## src/rtl/reg_pkg.sv

```systemverilog
// rtl/reg_pkg.sv - register file shared constants and write record type
package reg_pkg;
  localparam int REG_AW  = 5;
  localparam int REG_DW  = 32;
  localparam int REG_NUM = 32;

  typedef struct packed {
    logic [REG_AW-1:0] addr;
    logic [REG_DW-1:0] data;
  } rf_wr_t;
endpackage

```

## src/rtl/rr_arbiter.sv

```systemverilog
// rtl/rr_arbiter.sv - rotating-priority arbiter, scan starts at ptr and wraps
module rr_arbiter #(
  parameter int N = 3,
  localparam int IW = (N > 1) ? $clog2(N) : 1
) (
  input  logic [N-1:0]  req,
  input  logic [IW-1:0] ptr,
  output logic [N-1:0]  grant,
  output logic [IW-1:0] grant_idx
);

  always_comb begin : scan
    int   idx;
    logic found;
    grant     = '0;
    grant_idx = '0;
    found     = 1'b0;
    idx       = 0;
    for (int k = 0; k < N; k++) begin
      idx = int'(ptr) + k;
      if (idx >= N) idx = idx - N;
      if (!found && req[idx]) begin
        found      = 1'b1;
        grant[idx] = 1'b1;
        grant_idx  = IW'(idx);
      end
    end
  end

endmodule

```

## src/rtl/reg_wb_arbiter.sv

```systemverilog
// rtl/reg_wb_arbiter.sv - round-robin writeback arbiter for the register file write port
// Optional REG_WB_TRACE_EN: keeps the granted index with the output stage and prints each write.
module reg_wb_arbiter
  import reg_pkg::*;
#(
  parameter int NUM_REQ = 3,
  parameter int AW      = REG_AW,
  parameter int DW      = REG_DW
) (
  input  logic                  clk,
  input  logic                  rst_n,
  input  logic [NUM_REQ-1:0]    req_valid,
  output logic [NUM_REQ-1:0]    req_ready,
  input  logic [NUM_REQ*AW-1:0] req_waddr,
  input  logic [NUM_REQ*DW-1:0] req_wdata,
  input  logic                  rf_stall,
  output logic [AW-1:0]         rf_waddr,
  output logic [DW-1:0]         rf_wdata,
  output logic                  rf_wren,
  output logic [(1<<AW)-1:0]    pend_mask
);

  localparam int IW = $clog2(NUM_REQ);

  logic [AW-1:0] waddr_a [NUM_REQ];
  logic [DW-1:0] wdata_a [NUM_REQ];

  for (genvar i = 0; i < NUM_REQ; i++) begin : g_unpack
    assign waddr_a[i] = req_waddr[i*AW +: AW];
    assign wdata_a[i] = req_wdata[i*DW +: DW];
  end

  logic [NUM_REQ-1:0] grant;
  logic [IW-1:0]      gidx;
  logic               load;
  logic               xfer;

  logic          out_vld_q,   out_vld_d;
  logic [AW-1:0] out_waddr_q, out_waddr_d;
  logic [DW-1:0] out_wdata_q, out_wdata_d;
  logic [IW-1:0] rr_ptr_q,    rr_ptr_d;
`ifdef REG_WB_TRACE_EN
  logic [IW-1:0] g_out_q,     g_out_d;
`endif

  rr_arbiter #(.N(NUM_REQ)) u_arb (
    .req       (req_valid),
    .ptr       (rr_ptr_q),
    .grant     (grant),
    .grant_idx (gidx)
  );

  // A full stage blocks new grants only while the register file is stalling it.
  always_comb begin
    load        = ~out_vld_q | ~rf_stall;
    xfer        = load & (|grant);
    req_ready   = grant & {NUM_REQ{load}};
    out_vld_d   = out_vld_q;
    out_waddr_d = out_waddr_q;
    out_wdata_d = out_wdata_q;
    rr_ptr_d    = rr_ptr_q;
`ifdef REG_WB_TRACE_EN
    g_out_d     = g_out_q;
`endif
    if (load) out_vld_d = |grant;
    if (xfer) begin
      out_waddr_d = waddr_a[gidx];
      out_wdata_d = wdata_a[gidx];
      rr_ptr_d    = (gidx == IW'(NUM_REQ - 1)) ? '0 : gidx + IW'(1);
`ifdef REG_WB_TRACE_EN
      g_out_d     = gidx;
`endif
    end
  end

  always_ff @(posedge clk or negedge rst_n) begin
    if (!rst_n) begin
      out_vld_q   <= 1'b0;
      out_waddr_q <= '0;
      out_wdata_q <= '0;
      rr_ptr_q    <= '0;
`ifdef REG_WB_TRACE_EN
      g_out_q     <= '0;
`endif
    end else begin
      out_vld_q   <= out_vld_d;
      out_waddr_q <= out_waddr_d;
      out_wdata_q <= out_wdata_d;
      rr_ptr_q    <= rr_ptr_d;
`ifdef REG_WB_TRACE_EN
      g_out_q     <= g_out_d;
`endif
    end
  end

  assign rf_waddr = out_waddr_q;
  assign rf_wdata = out_wdata_q;
  assign rf_wren  = out_vld_q & ~rf_stall & (out_waddr_q != '0);

  // x0 never shows as pending since its write is discarded.
  always_comb begin
    pend_mask = '0;
    if (out_vld_q && out_waddr_q != '0) pend_mask[out_waddr_q] = 1'b1;
  end

`ifdef REG_WB_TRACE_EN
  always_ff @(posedge clk) begin
    if (rf_wren) $display("WB[%0d] REG[%0d]=%0d", g_out_q, rf_waddr, rf_wdata);
  end
`endif

endmodule

```

## config.mk

```make
export PLATFORM = sky130hd
export DESIGN_NAME = reg_wb_arbiter
export DESIGN_NICKNAME = d
export VERILOG_FILES = /design/src/rtl/reg_pkg.sv /design/src/rtl/rr_arbiter.sv /design/src/rtl/reg_wb_arbiter.sv
export SDC_FILE = /design/constraint.sdc
export NUM_CORES = 1
export LEC_CHECK = 0
export ABC_AREA = 1
export CAP_MARGIN = 0
export CORE_MARGIN = 1
export CORE_UTILIZATION = 37
export CTS_CLUSTER_DIAMETER = 150
export DETAILED_ROUTE_END_ITERATION = 6
export PLACE_DENSITY = 0.92
export SKIP_LAST_GASP = 1
export SYNTH_ARGS = -nofsm -noshare
export SYNTH_HDL_FRONTEND = slang
export SYNTH_HIERARCHICAL = 1
export SYNTH_SLANG_ARGS = --single-unit
```

## constraint.sdc

```tcl
create_clock -name clk -period 2.6 [get_ports clk]
set_input_delay 0.52 -clock clk [delete_from_list [all_inputs] [get_ports clk]]
set_output_delay 0.52 -clock clk [all_outputs]
set_load 0.01 [all_outputs]
```

==> key figures <==
Run status
  • Status: complete, no violations

Finish
  • Post-route core utilization: between 60% and 70%
  • Fill count: 660
  • Most frequent cells in the layout: clkdlybuf4s50_1, nand2_1, nand3_1
  • Nets: roughly 770
  • # diodes: 0
  • Final Cell Area: ~0.005 mm²
  • Ratio of cells with drive above 1 in the final layout: under 10%
  • Most common cell after layout, fill and taps aside: clkdlybuf4s50_1
  • Layout area overhead: 72.7%

Setup path
  • Reg2Reg Launch Point: rr_ptr_q[1]
  • Worst Setup Start Kind: flop
  • End of the worst register-to-register path: rf_waddr[4]
  • Worst EP required: ~2.1 ns
  • Setup CP Type: flop to primary output
  • Critical Path End: req_ready[2]
  • Worst setup path startpoint: rr_ptr_q[1]
  • Critical Path AT: 1.94 ns
  • Crit-path max FO: 7
  • Worst R2R Setup Slack: 0.22 ns
  • Worst Reg-to-Reg Cells: 12
  • Crit. End Element: primary output

Pwr
  • Worst VDD drop: a little under 1000 µV
  • P_sw: between 3 and 4 mW
  • Comb power frac: a little under 80%
  • Power per Cell Area: roughly 1400 mW/mm²
  • Clk pwr share: under 10%
  • Leakage power figure: between 2 and 2.5 nW
  • Seq pwr share: between 10% and 20%
  • Final Power: between 6 and 7 mW
  • Sw frac: 52.1%
  • Pint: roughly 3.3 mW

STA
  • Slew HR: between 40% and 50%
  • Setup repair after global routing missed its margin: yes
  • Final setup violation count: 0
  • Final period util: a little over nine tenths
  • Fmax: between 400 and 500 MHz
  • Slew at the pin with the worst max-slew slack: ~0.89 ns
  • Setup Skew: around 0.014 ns
  • Fin. Hold Viols: 0
  • Sum Neg Setup Slack: 0 ns
  • Max Transition Viols Final: 0
  • Final worst path period need: ~2.5 ns

Clock network
  • CTS Buffer Depth: 2
  • H-tree depth: 2
  • Worst skew pair latency: slightly below 0.3 ns
  • Clock tree sinks: 40
  • Worst-path clk slew: approximately 0.08 ns
  • CTS Hold Buffers Added: 0
  • CTS tree: done
  • CTS root buffer: clkbuf_8
  • TritonCTS Buffers: 5

Place
  • IO buf count: 188
  • Post-DP HPWL: about 8 mm
  • RePlAce Congestion: approximately 0.92
  • Placed cell area: slightly below 0.005 mm²

Global route
  • First-pass GRT wire length: ~18 mm
  • Grt total ovfl: 0
  • Initial antenna violation count: 0
  • Largest net degree at the start of global routing: slightly above 40
  • Total Routing Usage GR: a little over a quarter
  • Vias in the first global route: 3,812

Synthesis
  • Top cell type by total area after synthesis: dfrtp_1
  • Number of distinct library cells after synthesis: 20
  • Syn Inst Count: 465
  • Post-synth top area share: ~34%
  • Register area share after synthesis: between 30 and 40%
  • Mapped Area: 0.00293 mm²
  • Syn avg cell area: ~6.3 µm²
  • Ys Warns: 6
  • Area contributors post-synth: dfrtp_1, nand2_1, nand3_1
  • Net count after synthesis: 586
  • Register bit count reported by yosys: 40

Routing
  • DR pass1 iterations: 5
  • Drt total wl: approximately 11 mm
  • Routed vias: ~3,800
  • Final antenna-violating net count: 0
  • Drt drc: 0
  • Starting DRT DRC Count: between 200 and 250
  • Routed WL per cell: between 10 and 15 µm
  • Via-to-Cell Ratio: just over 5

Flow run
  • Number of max-cap violations: 0

Floorplanning
  • Die Height: 91.1 µm
  • Ports: 190
  • Starting density of the core: between 30% and 40%
  • Die area: just over 0.008 mm²
  • Die W: between 90 and 100 µm
  • Std-Cell Rows: 32
  • Total core area: 0.00769 mm²

Min path
  • Hold WC Path Type: input pin to asynchronous set/reset pin
[power by group through the flow]
| stage | Sequential [mW] | Combinational [mW] | Clock (mW) |
|---|---|---|---|
| final | 1.19 | 5.38 | 0.398 |
| after global placement | 1.17 | 5.13 | 0 |
| after detailed placement | 1.19 | 5.30 | 0 |
| after CTS | 1.18 | 5.37 | 0.411 |
| after floorplan | 1.28 | 3.35 | 0 |
| after global routing | 1.23 | 5.98 | 0.433 |
[Yosys cell counts]
cell type / instances
dfrtp_1: 40
o21ai_1: 1
conb_1: 1
o21ai_0: 2
nand3_1: 127
nor2_1: 38
inv_1: 19
buf_2: 12
ha_1: 4
nand3_2: 1
clkbuf_1: 3
nand2_2: 4
buf_4: 12
nand2_1: 180
nand4_1: 4
nand2_4: 2
inv_2: 8
buf_6: 3
o21ai_2: 1
nand3b_1: 3
[worst min path at each step]
stage / from / slack (ns) / endpoint
after floorplan: rst_n / 0.22 / out_vld_q
after global placement: rf_wdata[26] / 0.46 / rf_wdata[26]
after detailed placement: rf_wdata[0] / 0.46 / rf_wdata[0]
after CTS: rst_n / 0.37 / rf_wdata[8]
after global routing: rst_n / 0.42 / rf_wdata[3]
final: rst_n / 0.35 / rf_wdata[8]
[state kept, by name, summed over array words and instances, names as in the netlist]
signal and count:
rf_waddr 5, rf_wdata 32, rr_ptr_q 2, out_vld_q 1
[kinds of logic after synthesis]
kind of cell	synth area share [%]
AOI/OAI and AO/OA	0.810
buffers and inverters	10.1
DFF	34.1
other	0.128
and+or+nand+nor	53.1
adders and majority gates	1.71
[critical path, cell delays in order, from the launching register on]
cell and delay [ns]:
dfrtp_2 0.47, inv_2 0.10, ha_4 0.16, inv_2 0.06, nand2_2 0.06, nand3_2 0.08, nand2_4 0.11, buf_4 0.12
nand3_1 0.07, nand2_1 0.06, inv_1 0.03, nand2_1 0.06, inv_1 0.04, nor2_1 0.09, clkbuf_2 0.13
[metal layers]
metal	share of wire (%)	routed length [µm]	track usage (%)	vias up
met5	0	0	0	-
met4	3.8	401	11.6	0
met3	5.6	595	5.70	40
met2	51	5420	46.8	157
met1	39	4180	29.9	1778
li1	-	-	-	1864
[per-stage QoR]
step	setup WS (ns)	hold slack (ns)	std cells
floorplan	0.549	0.224	465
global placement	-0.184	0.461	744
detailed placement	-0.255	0.465	744
CTS	0.0404	0.371	754
global route	-0.0236	0.418	754
finish	0.144	0.346	754
[area by class of cell]
cell class                 count  area [µm²]  area share (%)
timing repair buffer         210        2060            40.7
inverter                      27         104            2.05
multi-input combinational    368        1690            33.3
tap                          102         128            2.52
clock inverter                 2        12.5           0.247
sequential                    40        1000            19.8
clock buffer                   5        68.8            1.36
[what timing repair did]
item                       CTS  global route
pin swaps                    1             1
cloned                       0             0
setup endpoints to repair    5            34
resized for setup           13            12
setup buffers                3             0
No activity file was read; power rests on OpenSTA's default activity.
